File: src/rtl/calendar_pkg.sv
// Shared encodings for the calendar set controller: state/field codes and default limits.
package calendar_pkg;

    typedef enum logic [1:0] {
        RUN       = 2'b00,
        SET_DAY   = 2'b01,
        SET_MONTH = 2'b10,
        SET_YEAR  = 2'b11
    } cal_state_e;

    localparam int TIMEOUT_TICKS_DEFAULT = 10;
    localparam int MAX_PENDING_DEFAULT   = 7;

    function automatic cal_state_e next_field(input cal_state_e cur);
        cal_state_e nxt;
        case (cur)
            RUN:       nxt = SET_DAY;
            SET_DAY:   nxt = SET_MONTH;
            SET_MONTH: nxt = SET_YEAR;
            SET_YEAR:  nxt = RUN;
            default:   nxt = RUN;
        endcase
        return nxt;
    endfunction

endpackage

File: src/rtl/rise_detect.sv
// One-bit rising-edge detector; the rise output is high for exactly one clk per 0->1 input change.
module rise_detect (
    input  logic clk,
    input  logic reset,
    input  logic sig,
    output logic rise
);

    logic sig_q_r;

    // Delayed copy of the input for edge comparison
    always_ff @(posedge clk or posedge reset) begin
        if (reset) begin
            sig_q_r <= 1'b0;
        end else begin
            sig_q_r <= sig;
        end
    end

    assign rise = sig & ~sig_q_r;

endmodule

File: src/rtl/calendar_set_ctrl.sv
// Button-driven calendar set controller: walks RUN/day/month/year, queues up-presses and
// releases them to the calendar as inc_* requests, one per tick_1Hz rise.
module calendar_set_ctrl
    import calendar_pkg::*;
#(
    parameter int MAX_PENDING   = MAX_PENDING_DEFAULT,
    parameter int PEND_W        = 3,
    parameter int TIMEOUT_TICKS = TIMEOUT_TICKS_DEFAULT
) (
    input  logic       clk_100MHz,
    input  logic       reset,
    input  logic       tick_1Hz,
    input  logic       btn_mode,
    input  logic       btn_up,
    output logic       set_mode,
    output logic [1:0] field_sel,
    output logic       blink,
    output logic       inc_day,
    output logic       inc_month,
    output logic       inc_year
);

    localparam int IDLE_W = $clog2(TIMEOUT_TICKS + 1);

    logic mode_rise_s, up_rise_s, tick_rise_s;

    rise_detect u_mode_rise (.clk(clk_100MHz), .reset(reset), .sig(btn_mode), .rise(mode_rise_s));
    rise_detect u_up_rise   (.clk(clk_100MHz), .reset(reset), .sig(btn_up),   .rise(up_rise_s));
    rise_detect u_tick_rise (.clk(clk_100MHz), .reset(reset), .sig(tick_1Hz), .rise(tick_rise_s));

    cal_state_e        state_r, state_s;
    logic [PEND_W-1:0] pend_r, pend_s;
    logic [IDLE_W-1:0] idle_r, idle_s;
    logic [2:0]        inc_r, inc_s;      // {year, month, day}
    logic              mode_req_r, mode_req_s;
    logic              blink_r, blink_s;
    logic              set_mode_r;
    logic              in_set_s, inc_active_s, up_cnt_s, done_s, quiet_s;
    logic              apply_s, timeout_s, change_s;

    // Next-state, queue, issue, idle and blink decisions
    always_comb begin
        inc_active_s = |inc_r;
        in_set_s     = (state_r != RUN);
        up_cnt_s     = up_rise_s & in_set_s;
        done_s       = inc_active_s & tick_rise_s;
        quiet_s      = (pend_r == {PEND_W{1'b0}}) & ~inc_active_s;
        apply_s      = mode_req_r & quiet_s & ~up_cnt_s;
        // A button rise in the same cycle restarts the idle window, so it also blocks the timeout.
        timeout_s    = in_set_s & (idle_r == IDLE_W'(TIMEOUT_TICKS)) & quiet_s
                       & ~mode_rise_s & ~up_rise_s;

        state_s = state_r;
        if (apply_s) begin
            state_s = next_field(state_r);
        end else if (timeout_s) begin
            state_s = RUN;
        end else begin
            state_s = state_r;
        end
        change_s = (state_s != state_r);

        mode_req_s = mode_req_r;
        if (apply_s) begin
            mode_req_s = 1'b0;
        end else if (mode_rise_s) begin
            mode_req_s = 1'b1;
        end else begin
            mode_req_s = mode_req_r;
        end

        pend_s = pend_r;
        case ({up_cnt_s, done_s})
            2'b10: begin
                if (pend_r != PEND_W'(MAX_PENDING)) begin
                    pend_s = pend_r + PEND_W'(1);
                end else begin
                    pend_s = pend_r;
                end
            end
            2'b01:   pend_s = pend_r - PEND_W'(1);
            default: pend_s = pend_r;
        endcase

        inc_s = inc_r;
        if (inc_active_s) begin
            if (done_s) begin
                inc_s = 3'b000;
            end else begin
                inc_s = inc_r;
            end
        end else if (pend_r != {PEND_W{1'b0}}) begin
            case (state_r)
                SET_DAY:   inc_s = 3'b001;
                SET_MONTH: inc_s = 3'b010;
                SET_YEAR:  inc_s = 3'b100;
                default:   inc_s = 3'b000;
            endcase
        end else begin
            inc_s = 3'b000;
        end

        idle_s = idle_r;
        if (change_s | mode_rise_s | up_rise_s) begin
            idle_s = {IDLE_W{1'b0}};
        end else if (in_set_s & tick_rise_s & (idle_r != IDLE_W'(TIMEOUT_TICKS))) begin
            idle_s = idle_r + IDLE_W'(1);
        end else begin
            idle_s = idle_r;
        end

        blink_s = blink_r;
        if (change_s | ~in_set_s) begin
            blink_s = 1'b0;
        end else if (tick_rise_s) begin
            blink_s = ~blink_r;
        end else begin
            blink_s = blink_r;
        end
    end

    // State and output registers
    always_ff @(posedge clk_100MHz or posedge reset) begin
        if (reset) begin
            state_r    <= RUN;
            pend_r     <= {PEND_W{1'b0}};
            idle_r     <= {IDLE_W{1'b0}};
            inc_r      <= 3'b000;
            mode_req_r <= 1'b0;
            blink_r    <= 1'b0;
            set_mode_r <= 1'b0;
        end else begin
            state_r    <= state_s;
            pend_r     <= pend_s;
            idle_r     <= idle_s;
            inc_r      <= inc_s;
            mode_req_r <= mode_req_s;
            blink_r    <= blink_s;
            set_mode_r <= (state_s != RUN);
        end
    end

    assign field_sel = state_r;
    assign set_mode  = set_mode_r;
    assign blink     = blink_r;
    assign inc_day   = inc_r[0];
    assign inc_month = inc_r[1];
    assign inc_year  = inc_r[2];

endmodule

File: config.mk
export PLATFORM = sky130hd
export DESIGN_NAME = calendar_set_ctrl
export DESIGN_NICKNAME = d
export VERILOG_FILES = /design/src/rtl/calendar_pkg.sv /design/src/rtl/rise_detect.sv /design/src/rtl/calendar_set_ctrl.sv
export SDC_FILE = /design/constraint.sdc
export NUM_CORES = 1
export LEC_CHECK = 0
export ABC_CLOCK_PERIOD_IN_PS = 5460
export CAP_MARGIN = 25
export CELL_PAD_IN_SITES_DETAIL_PLACEMENT = 0
export CELL_PAD_IN_SITES_GLOBAL_PLACEMENT = 2
export CORE_MARGIN = 1.5
export CORE_UTILIZATION = 38
export DETAILED_ROUTE_END_ITERATION = 8
export GPL_TIMING_DRIVEN = 0
export PLACE_DENSITY_LB_ADDON = 0.1
export SYNTH_ARGS = -nofsm -noshare
export SYNTH_HDL_FRONTEND = slang
export SYNTH_SLANG_ARGS = --single-unit
File: constraint.sdc
create_clock -name clk_100MHz -period 5.46 [get_ports clk_100MHz]
set_clock_uncertainty 0.15 [all_clocks]
set_input_delay 1.638 -clock clk_100MHz [delete_from_list [all_inputs] [get_ports clk_100MHz]]
set_output_delay 1.638 -clock clk_100MHz [all_outputs]
set_load 0.03 [all_outputs]
== Word level (Yosys, flattened, before mapping) ==
Index checks and enable logic that the tools add are counted.

* Add/sub/neg operators: 3
* Muxes and demuxes: 15
* Equality and inequality tests: 11
* Bitwise operators: 26
* Reductions and logical operators: 11

{| class="wikitable"
|+ Operators with widths
! kind !! count
|-
| $and 1x1->1 || 14
|-
| $mux 3 || 4
|-
| $reduce_bool 2->1 || 6
|-
| $not 1->1 || 9
|-
| $pmux 3 s3 || 1
|-
| $mux 4 || 2
|-
| $pmux 2 s4 || 1
|-
| $eq 2x2->1 const B || 3
|-
| $pmux 3 s2 || 1
|-
| $add 4x1->4 const B || 1
|-
| $eq 2x1->1 const B || 2
|-
| $eq 4x4->1 const B || 1
|-
| $mux 1 || 4
|-
| $mux 2 || 2
|-
| $ne 4x4->1 const B || 1
|-
| $add 3x1->3 const B || 1
|-
| $logic_not 3->1 || 1
|-
| $ne 3x3->1 const B || 1
|-
| $or 1x1->1 || 3
|-
| $reduce_bool 3->1 || 1
|-
| $reduce_or 3->1 || 1
|-
| $sub 3x1->3 const B || 1
|-
| $logic_not 2->1 || 1
|-
| $ne 2x1->1 const B || 1
|-
| other kinds (3) || 3
|}

* Word-level logic and storage cells: 76
* Bits in registers: 18

== Longest topological paths before layout ==
* Depth after elaboration: 12
* Gate-level depth with buffers: 9

== By module ==
From an unflattened synthesis, not the netlist that was laid out.

* Cell total of the unflattened synthesis: 106
* Area total of the unflattened synthesis: 1036.0 µm²

{| class="wikitable"
|+ Modules (own cells, without submodules)
! module !! area each (µm²) !! cells an instance !! seq. area each (µm²) !! instances
|-
| calendar_set_ctrl || 908.4 || 97 || 375.4 || 1
|-
| rise_detect || 42.5 || 3 || 25.0 || 3
|}

== Worst setup path after synthesis ==
No wires, ideal clock.

* Path kind: in2reg
* From: in tick_1Hz
* To: reg pend_r[2]
* Arrival: 3.100 ns
* Cell stages on the path: 8
* Path slack: 2.110 ns
* Library setup time: 0.099 ns
* Cells stage by stage: nand2b_1 buf_4 nor3_1 inv_1 fa_1 nor2_1 a221oi_1 a311oi_1

* Word-level cells in the longest chain between the ends: 5
* Elaborated cells between the ends (all ways): 8
* Classes of those cells: eq/ne (3); mux (1); bitwise (2); reduce/logical (2)

{| class="wikitable"
|+ Ends and longest elaborated chain
! element !! RTL line !! RTL
|-
| start, declared || calendar_set_ctrl.sv:12 || <nowiki>input logic tick_1Hz,</nowiki>
|-
| $and 1x1->1 (*) || rise_detect.sv:20 || <nowiki>assign rise = sig & ~sig_q_r;</nowiki>
|-
| $and 1x1->1 (*) || calendar_set_ctrl.sv:46 || <nowiki>done_s = inc_active_s & tick_rise_s;</nowiki>
|-
| $eq 2x2->1 / $eq 2x1->1 (equally long branches) || calendar_set_ctrl.sv:73 || <nowiki>case ({up_cnt_s, done_s})</nowiki>
|-
| $ne 2x2->1 (no line) / $reduce_bool 2->1 (equally long branches) || n/a ||
|-
| $reduce_and 2->1 (no line) || n/a ||
|-
| end signal, assigned || calendar_set_ctrl.sv:126 || <nowiki>pend_r <= {PEND_W{1'b0}};</nowiki>
|-
| end signal, assigned || calendar_set_ctrl.sv:134 || <nowiki>pend_r <= pend_s;</nowiki>
|-
| end, declared || calendar_set_ctrl.sv:32 || <nowiki>logic [PEND_W-1:0] pend_r, pend_s;</nowiki>
|}

Mark *: on every way between the ends. The rest lies on a longest branch, timed or not.
A chain may end at the register's enable or synchronous reset.

== Worst setup path in the final report ==
Same ends and word-level chain as after synthesis.

==> results.md <==
- The final max-slew violation count is 0.
- Sorting the synthesized cells by area gives the leading types as dfrtp_1 42%, ha_1 8.2%, inv_1 4.2%.
- Detailed routing inserted a total of 810 vias.
- The synthesized net count is 115.
- The total chip power is 0.000650 W.
- Post-CTS timing repair inserted 0 buffers for setup.
- The HPWL after detailed placement is 1520 microns.
- After floorplanning, the core was divided into 19 placement rows.
- For this design the static power due to leakage is 0.526 nW.
- The startpoint identified for the worst register-to-register timing path is field_sel[0].
- The hold violation total from the final report was 0.
- The sum of negative setup slack is 0 ps.
- The number of clock buffers added by TritonCTS is 3.
- The detail route stage leaves a number of antenna-violating nets equal to 0.
- Including well taps, the total number of placed cells is 144.
- In this run switching power makes up 44.4% of total power.
- Leaving out fill and tap cells, the most frequent cell in the layout is dfrtp_1.
- Clock-pin slew was measured on the worst setup and hold paths at 110 ps.
- The number of nets in the layout is 131.
- In this run the worst path has a maximum fanout of 10.
- The buffer depth of the longest clock path is 2.
- The detailed-route wire length per cell is 14.2 microns.
- Counting cells, the worst reg-to-reg path comes to 9.
- Cell internal power was estimated by the tool at 0.000361 W.
- After the flow finishes, the layout carries non-filler instances totaling 148.
- After detailed routing, the number of remaining DRC violations is 0.
- The routed design could run at a clock period as short as 3730 ps.
- Setup repair after global routing left no endpoint under its margin.
- Entering global routing, the biggest net connects 19 pins.
- The share of total power in combinational logic is 52.4%.
- The netlist uses 38 different library cells.
- At the end of routability-driven placement, the weighted congestion stood at 0.778.
- The number of top-level pins is 12.
- STA puts the critical path data required time at 5510 ps.
- TritonCTS built the clock tree.
- Dividing total power by cell area gives a power density of 519 nW/um^2.
- The dominant cell type by area after synthesis is dfrtp_1.
- The number of DRC markers in iteration 0 is 15.
- Synthesis inferred 18 register bits.
- The path category of the worst min-delay check is reg2reg.
- The commonest register cell after synthesis is dfrtp_1.
- The mean area per synthesized cell is 10.5 sq um.
- The worst hold-check slack is 422 ps.
- The initial utilization of the core area, before any placement, comes to 39.4%.
- The kind of critical path is in2reg.
- The reported max-cap violation count is 0.
- In this run the vertical extent of the chip is 56.0 microns.
- From left edge to right edge, the die measures 56.0 microns.
- The global-route wire length before repair is 3660 microns.
- The count of buffers added on input and output ports is 11.
- STA puts the critical path data arrival time at 3780 ps.
- The proportion of power drawn by the clock network is 12.9%.
- The total die area is 3140 sq um.
- The worst setup path is captured at a flip-flop.
- Before antenna repair, the detailed router went through 4 iterations.
- The final critical path takes up 68.2% of the cycle.
- The count of synthesis-stage warnings from yosys is 0.
- 0 antenna diodes ended up in the layout.
- The later pin in the worst-skew pair is clocked with a latency of 290 ps.
- The worst pin sits at a relative slew slack of 51.4%.
- The sink count of the clock tree is 18.
- The number of enable-type register cells in the synthesized netlist is 0.
- The tree is rooted in a clkbuf_4.
- The layout filler cell count is 269.
- The run finished with clean final reports.
- The worst voltage drop across the vdd grid is 0.000272 V.
- The achievable frequency is 0.268 GHz.
- The sequential fraction of design power is 34.7%.
- Summed over all layers, the routed wires come to 2110 microns.
- Timing analysis after detailed placement gives a worst setup slack of 1430 ps.
- The number of buffers inserted by hold repair at cts is 0.
- The share of Yosys cell area claimed by the top area cell type is 42.2%.
- The post-detailed-route via-to-cell ratio is 5.47.
- Cells with a size suffix above 1 make up 12.0% of the layout.
- The switching component of the power is 0.000288 W.
- The number of gates resized after CTS was 0.
- The worst setup path is launched from an input pin.
- Setup violations remaining at the end of the flow were counted as 0.
- The synthesis-to-layout area growth is 17.4%.
- The worst setup path startpoint is tick_1Hz.
- The area of the placeable core is 2710 sq um.
- Leaving out fill and tap cells, the most frequent cells in the layout are 18 x dfrtp_1, 12 x inv_1, 11 x clkdlybuf4s50_1.
- The number of H-tree branching levels is 1.
- The synthesized instance count is 102.
- The worst setup margin is 1730 ps.
- The number of antenna violations at the first check in global routing is 0.
- For this run, the register share of the synthesized area comes to 42.2%.
- Along the worst hold path, the cell count comes to 1.
- Global routing consumed, over all layers together, 15.0% of the routing resources.
- The number of global-route vias before repair is 810.
- After synthesis, the share of flip-flops with an asynchronous set or reset is 100%.
- The total grt overflow is 0.
- The worst hold path startpoint is inc_r[2].
- The measured slew at the worst slew-check pin is 728 ps.
- The synthesized netlist occupies a cell area of 1070 sq um.
==> critical path, stage by stage <==
cell	delay, ps
clkdlybuf4s50_1	480
nand2b_1	60
buf_4	170
nor3_1	390
inv_1	100
fa_1	410
nor2_1	170
a221oi_1	100
a311oi_1	260
==> synthesized netlist by cell type, types with 2 or more instances <==
cell and number:
ha_1 7, nor4_1 4, mux2i_1 2, inv_1 12
nand3_1 6, dfrtp_1 18, nor2b_1 3, a21oi_2 2
nor3_1 5, o211ai_1 2, a22o_1 3, o32ai_1 2
nor2_1 5, o22ai_1 3, xnor2_1 5
==> final cells by class <==
class                   count  area (sq um)  share of cell area, %
plain buffers               1          7.51                  0.599
well taps                  31          38.8                   3.10
inverters                  12          45.0                   3.60
clock buffers               4          36.3                   2.90
multi-input cells          71           564                   45.1
repair buffers             11           110                   8.79
flip-flops and latches     18           450                   36.0
==> layer usage <==
metal / vias up / GRT usage, % / wire length (microns)
met5: - / 0 / 0
met2: 15 / 23.7 / 936
met4: 0 / 7.14 / 37
li1: 406 / - / -
met3: 4 / 2.33 / 61
met1: 385 / 20.1 / 1070
==> flip-flops by register name, indices dropped and copies added (netlist names) <==
| name | flops |
|---|---|
| idle_r | 4 |
| inc_r | 3 |
| pend_r | 3 |
| field_sel | 2 |
| blink | 1 |
| mode_req_r | 1 |
| set_mode | 1 |
| u_mode_rise.sig_q_r | 1 |
| u_tick_rise.sig_q_r | 1 |
| u_up_rise.sig_q_r | 1 |
==> stage by stage <==
stage,cell area (sq um),utilization [%]
3_5_place_dp,1220,44.9
5_1_grt,1250,46.2
3_3_place_gp,1220,44.9
4_1_cts,1250,46.2
6_report,1250,46.2
2_1_floorplan,1070,-
==> worst paths after layout <==
| check | end | slack [ps] |
|---|---|---|
| max | pend_r[2] | 1730 |
| min | inc_r[2] | 420 |
| max reg2reg | pend_r[2] | 2740 |
| min reg2reg | inc_r[2] | 420 |
| max in group asynchronous | pend_r[0] | 3100 |
| min in group asynchronous | set_mode | 1600 |
==> power groups by stage <==
| stage | sequential [W] | clock [W] | combinational (W) |
|---|---|---|---|
| final | 0.000225 | 0.0000839 | 0.000340 |
| after global routing | 0.000232 | 0.0000961 | 0.000378 |
| after global placement | 0.000228 | 0 | 0.000339 |
| after floorplan | 0.000265 | 0 | 0.000203 |
| after CTS | 0.000226 | 0.0000895 | 0.000342 |
| after detailed placement | 0.000229 | 0 | 0.000341 |
==> cell families (layout without fill, tap and decap cells) <==
family	count (synthesis)	count (layout)	synth area share [%]
AO/OA/AOI/OAI	22	22	16.5
flip-flops	18	18	42.2
multiplexers	2	2	1.88
adder cells (fa/ha/maj)	8	8	10.1
XOR/XNOR	5	5	4.10
AND/OR/NAND/NOR	34	34	20.3
buffers and inverters	13	28	4.92
(Power assumes the default switching activity.)
